### config.mk
export PLATFORM = sky130hd
export DESIGN_NAME = rr_stream_mux
export DESIGN_NICKNAME = d
export VERILOG_FILES = /design/src/rtl/mux_pkg.sv /design/src/rtl/rr_arbiter.sv /design/src/rtl/rr_stream_mux.sv
export SDC_FILE = /design/constraint.sdc
export NUM_CORES = 1
export LEC_CHECK = 0
export BUFFER_PORTS_ARGS = -buffer_cell sky130_fd_sc_hd__buf_4
export CELL_PAD_IN_SITES_DETAIL_PLACEMENT = 0
export CELL_PAD_IN_SITES_GLOBAL_PLACEMENT = 1
export CORE_MARGIN = 5
export CORE_UTILIZATION = 30
export CTS_BUF_LIST = sky130_fd_sc_hd__clkbuf_8
export CTS_CLUSTER_DIAMETER = 100
export DETAILED_ROUTE_END_ITERATION = 8
export PLACE_DENSITY_LB_ADDON = 0.1
export RECOVER_POWER = 100
export SYNTH_ARGS = -nofsm -noshare
export SYNTH_HDL_FRONTEND = slang
export SYNTH_HIERARCHICAL = 1
export SYNTH_SLANG_ARGS = --single-unit
export TNS_END_PERCENT = 1
### constraint.sdc
create_clock -name clk -period 2.09 [get_ports clk]
set_input_delay 0.209 -clock clk [delete_from_list [all_inputs] [get_ports clk]]
set_output_delay 0.209 -clock clk [all_outputs]
set_load 0.05 [all_outputs]
### src/rtl/mux_pkg.sv
// Shared types and constants for the round-robin stream multiplexer.
package mux_pkg;

  localparam int unsigned MODE_RR    = 0;
  localparam int unsigned MODE_FIXED = 1;

  typedef enum logic {IDLE, LOCKED} state_t;

  // Select width; a single bit is kept even for degenerate channel counts.
  function automatic int unsigned sel_w(input int unsigned n);
    return (n > 1) ? $clog2(n) : 1;
  endfunction

endpackage

### src/rtl/rr_arbiter.sv
// Combinational arbiter: round-robin from ptr, or fixed priority (lowest index wins).
module rr_arbiter
  import mux_pkg::*;
#(
  parameter int unsigned NUM_CH = 4,
  parameter int unsigned MODE   = MODE_RR,
  localparam int unsigned SEL_W = sel_w(NUM_CH)
) (
  input  logic [NUM_CH-1:0] req,
  input  logic [SEL_W-1:0]  ptr,
  output logic [NUM_CH-1:0] grant,
  output logic [SEL_W-1:0]  grant_idx
);

  logic [SEL_W-1:0] idx;

  always_comb begin
    grant     = '0;
    grant_idx = '0;
    idx       = '0;
    // Scan from lowest priority to highest so the last hit is the winner.
    for (int off = NUM_CH - 1; off >= 0; off--) begin
      if (MODE == MODE_FIXED) begin
        idx = SEL_W'(off);
      end else begin
        idx = SEL_W'((ptr + off) % NUM_CH);
      end
      if (req[idx]) begin
        grant_idx = idx;
      end
    end
    if (|req) begin
      grant[grant_idx] = 1'b1;
    end
  end

endmodule

### src/rtl/rr_stream_mux.sv
// N:1 stream multiplexer with internal arbitration, optional packet lock and a
// registered output stage that reloads while draining for full throughput.
module rr_stream_mux
  import mux_pkg::*;
#(
  parameter int unsigned NUM_CH   = 4,
  parameter int unsigned WIDTH    = 8,
  parameter int unsigned MODE     = MODE_RR,
  parameter bit          LOCK_PKT = 1'b1,
  localparam int unsigned SEL_W   = sel_w(NUM_CH)
) (
  input  logic                    clk,
  input  logic                    rst_n,
  input  logic [NUM_CH*WIDTH-1:0] in_data,
  input  logic [NUM_CH-1:0]       in_valid,
  input  logic [NUM_CH-1:0]       in_last,
  output logic [NUM_CH-1:0]       in_ready,
  output logic [WIDTH-1:0]        out_data,
  output logic                    out_valid,
  output logic                    out_last,
  output logic [SEL_W-1:0]        out_sel,
  input  logic                    out_ready
);

  state_t           state_q, state_d;
  logic [SEL_W-1:0] rr_ptr_q, rr_ptr_d;
  logic [SEL_W-1:0] lock_ch_q, lock_ch_d;
  logic [NUM_CH-1:0] grant;
  logic [SEL_W-1:0] grant_idx;
  logic [SEL_W-1:0] src;
  logic [SEL_W-1:0] src_next;
  logic             slot_free;
  logic             req_hit;
  logic             accept;

  rr_arbiter #(
    .NUM_CH (NUM_CH),
    .MODE   (MODE)
  ) u_arb (
    .req       (in_valid),
    .ptr       (rr_ptr_q),
    .grant     (grant),
    .grant_idx (grant_idx)
  );

  always_comb begin
    state_d   = state_q;
    rr_ptr_d  = rr_ptr_q;
    lock_ch_d = lock_ch_q;
    in_ready  = '0;
    slot_free = !out_valid || out_ready;
    src       = (state_q == LOCKED) ? lock_ch_q : grant_idx;
    src_next  = (src == SEL_W'(NUM_CH - 1)) ? '0 : src + 1'b1;
    req_hit   = (state_q == LOCKED) ? in_valid[lock_ch_q] : |grant;
    accept    = rst_n && slot_free && req_hit;
    if (accept) begin
      in_ready[src] = 1'b1;
      if (LOCK_PKT && !in_last[src]) begin
        state_d   = LOCKED;
        lock_ch_d = src;
      end else begin
        state_d  = IDLE;
        rr_ptr_d = src_next;
      end
    end
  end

  always_ff @(posedge clk) begin
    if (!rst_n) begin
      state_q   <= IDLE;
      rr_ptr_q  <= '0;
      lock_ch_q <= '0;
      out_valid <= 1'b0;
      out_data  <= '0;
      out_last  <= 1'b0;
      out_sel   <= '0;
    end else begin
      state_q   <= state_d;
      rr_ptr_q  <= rr_ptr_d;
      lock_ch_q <= lock_ch_d;
      if (accept) begin
        out_valid <= 1'b1;
        out_data  <= in_data[src*WIDTH +: WIDTH];
        out_last  <= in_last[src];
        out_sel   <= src;
      end else if (out_ready) begin
        out_valid <= 1'b0;
      end
    end
  end

endmodule

==> out/qor.yml <==
outcome:
  outcome: "finished, violations left"
  failed_checks: "negative setup slack"
final_layout:
  design_area_um2: 2050
  area_growth_syn_to_layout_pct: 60.4
  diodes: 0
  finalNonFillerCells: 300
  drive_gt1_frac: 0.404
  utilization: 0.505
  layout.nets: 298
clock_network:
  h-tree-depth: 1
  cts_hold_buf: 0
  ctsLongestPathBuffers: 2
  cts_tree: "done"
  ctsRootBufferMaster: "clkbuf_8"
  clk_pin_slew_ps: 70
  clk-insertion-delay-late_ps: 250
  clock-sinks: 17
  cts_buffers: 3
floorplan:
  die_area_um2: 5660
  core-area_um2: 4060
  dieHeight_um: 75.3
  fp.dieW_um: 75.3
  ios: 59
  initial_core_util: 0.315
  fp-row-count: 23
global_route:
  grt_pass1_wl_um: 7120
  grt_use_total: 0.161
  antenna_found_initial: 0
  grt-ovfl-total: 0
  grt_pass1_vias: 1527
  grt_max_degree: 21
placed_design:
  place_hpwl_um: 3080
  gp_congestion: 0.810
  dp_slack_ps: -18.4
  post-place-cells: 279
  io_buffers: 58
  dpl-instance-area_um2: 1760
worst_setup_path:
  worst_path_max_delay_cell: "dfxtp_4"
  crit_path_start_kind: "flop"
  crit_family: "simple AND/OR/NAND/NOR gates"
  worstSetupEndpointType: "output pin"
  critPathArrivalTime_ps: 1950
  cp_max_fo: 7
  slowest_delay_ps: 360
  path_cells: "buf_6 > o2bb2ai_2 > a22o_1 > and2_1 > nor3_1 > a21oi_1 > and3_4 > and2_4 > buf_8"
  crit_type: "reg2out"
  required_ps: 1880
  crit_buf_inv: 2
drt:
  wl_per_cell_um: 14.5
  first_pass_iters: 6
  wl_um: 4350
  drc: 0
  viasPerCell: 4.86
  drt_iter0_markers: 70
  final_antenna_net_count: 0
  vias: 1458
power:
  switchingPower_mw: 1.01
  intPower_mw: 1.18
  p_per_area_nw_per_um2: 1070
  combPwrFrac: 0.666
  power_frac_seq: 0.221
  p_sw_frac: 0.461
  p_clk_frac: 0.113
  irDropWorstVdd_mv: 0.378
  power.leakage_nw: 0.931
synthesis:
  synth_edf_count: 0
  syn_nets: 222
  synth_cell_type_count: 34
  yosysTopAreaCellShare: 0.266
  synth_warnings: 6
  netlist_instances: 175
  async_reset_ff_frac: 0
  synth_ff_type: "dfxtp_1"
  synth.largest_area_cell: "dfxtp_1"
  netlist_top_cells_area: "dfxtp_1, nand2_1, nand3_1, a21boi_0, mux2i_1"
  syn_avg_cell_area_um2: 7.30
  synth-seq-area-share: 0.266
  yosys_register_bits: 17
  netlist_area_um2: 1280
timing:
  hold_violations: 0
  setup_viol: 12
  period_needed_ps: 2150
  drv_slew: 0
  tightest_slew_ps: 634
  grt_setup_unrepaired: "true"
  setup_ws_ps: -64.1
  max_clock_freq_mhz: 464
  tns_ps: -465
  max_slew_margin: 0.579
  skew_ps: 6.40
  period_share: 1.03
run:
  drv_cap: 0
worst_hold_path:
  hold_path.class: "in2reg"
[kinds of logic after synthesis]
group,share of synthesized area
simple gates,0.330
buf+inv,0.0999
mux,0.0901
fa+ha+maj,0.0392
flops,0.266
compound gates,0.174
[repair_timing]
action / CTS / global route
endpoints found under the setup margin: 8 / 20
gates cloned: 1 / 0
resized for setup: 43 / 4
endpoints found under the hold margin: 0 / 0
setup buffers: 16 / 0
pin swaps: 11 / 6
[routing by layer]
metal | up-vias | wire (µm) | GRT usage
met4 | 0 | 57 | 0.0388
met1 | 663 | 1850 | 0.207
li1 | 744 | - | -
met3 | 6 | 240 | 0.0294
met2 | 45 | 2200 | 0.279
met5 | - | 0 | 0
[Yosys cell counts (all sizes together) (3+ instances only)]
master,instances
buf,10
a21oi,5
ha,4
mux2i,7
nor2b,3
nand2,48
dfxtp,17
and2,5
o21ai,5
clkbuf,4
a21boi,11
nand3,26
nor2,5
inv,8
[tightest hold or removal path, stage by stage]
cell     delay, ps
buf_4           70
nor2b_1         60
nand2_1         60
nand2_1         50
[power groups by stage]
stage	clock, mW	combinational [mW]	sequential [mW]
after detailed placement	0	1.14	0.490
after floorplan	0	0.621	0.665
after CTS	0.248	1.50	0.485
final	0.247	1.46	0.485
after global routing	0.263	1.59	0.494
after global placement	0	1.14	0.488
[placed cells by master, fill, tap and decap left out, types with 5 or more instances in the layout]
| cell type | synthesis | routed |
|---|---|---|
| buf_4 | 3 | 61 |
| nand2_1 | 48 | 47 |
| nand3_1 | 26 | 25 |
| dfxtp_1 | 17 | 14 |
| clkbuf_1 | 4 | 12 |
| inv_1 | 6 | 7 |
| buf_6 | 4 | 7 |
| mux2i_1 | 7 | 6 |
| a21boi_0 | 11 | 6 |
| a21oi_1 | 5 | 5 |
| a21boi_1 | 0 | 5 |
[area by class of cell]
type | count | area, µm²
flip-flops and latches | 17 | 347
well taps | 50 | 62.6
clock buffers | 3 | 41.3
multi-input cells | 136 | 916
inverters | 8 | 32.5
fillers | 418 | 2010
clock inverters | 1 | 3.75
repair buffers | 85 | 647
[through the flow]
step | power, mW | hold WS (ps)
after detailed placement | 1.63 | 462
after CTS | 2.23 | 247
final | 2.19 | 248
after global placement | 1.63 | 453
after floorplan | 1.29 | 392
after global routing | 2.35 | 253
[sequential cells by signal, summed over array words and instances, names as in the netlist]
register   cells
out_data       8
lock_ch_q      2
out_sel        2
rr_ptr_q       2
out_last       1
out_valid      1
state_q        1
[worst paths after layout]
| check | startpoint | to | slack [ps] | depth (start not counted) |
|---|---|---|---|---|
| worst max register to register | rr_ptr_q[1] | lock_ch_q[1] | -60 | 10 |
| worst max-delay path | rr_ptr_q[1] | in_ready[0] | -60 | 9 |
| worst min register to register | out_data[0] | out_data[0] | 460 | 2 |
| worst min-delay path | out_ready | out_valid | 250 | 4 |
(Power assumes the default switching activity.)
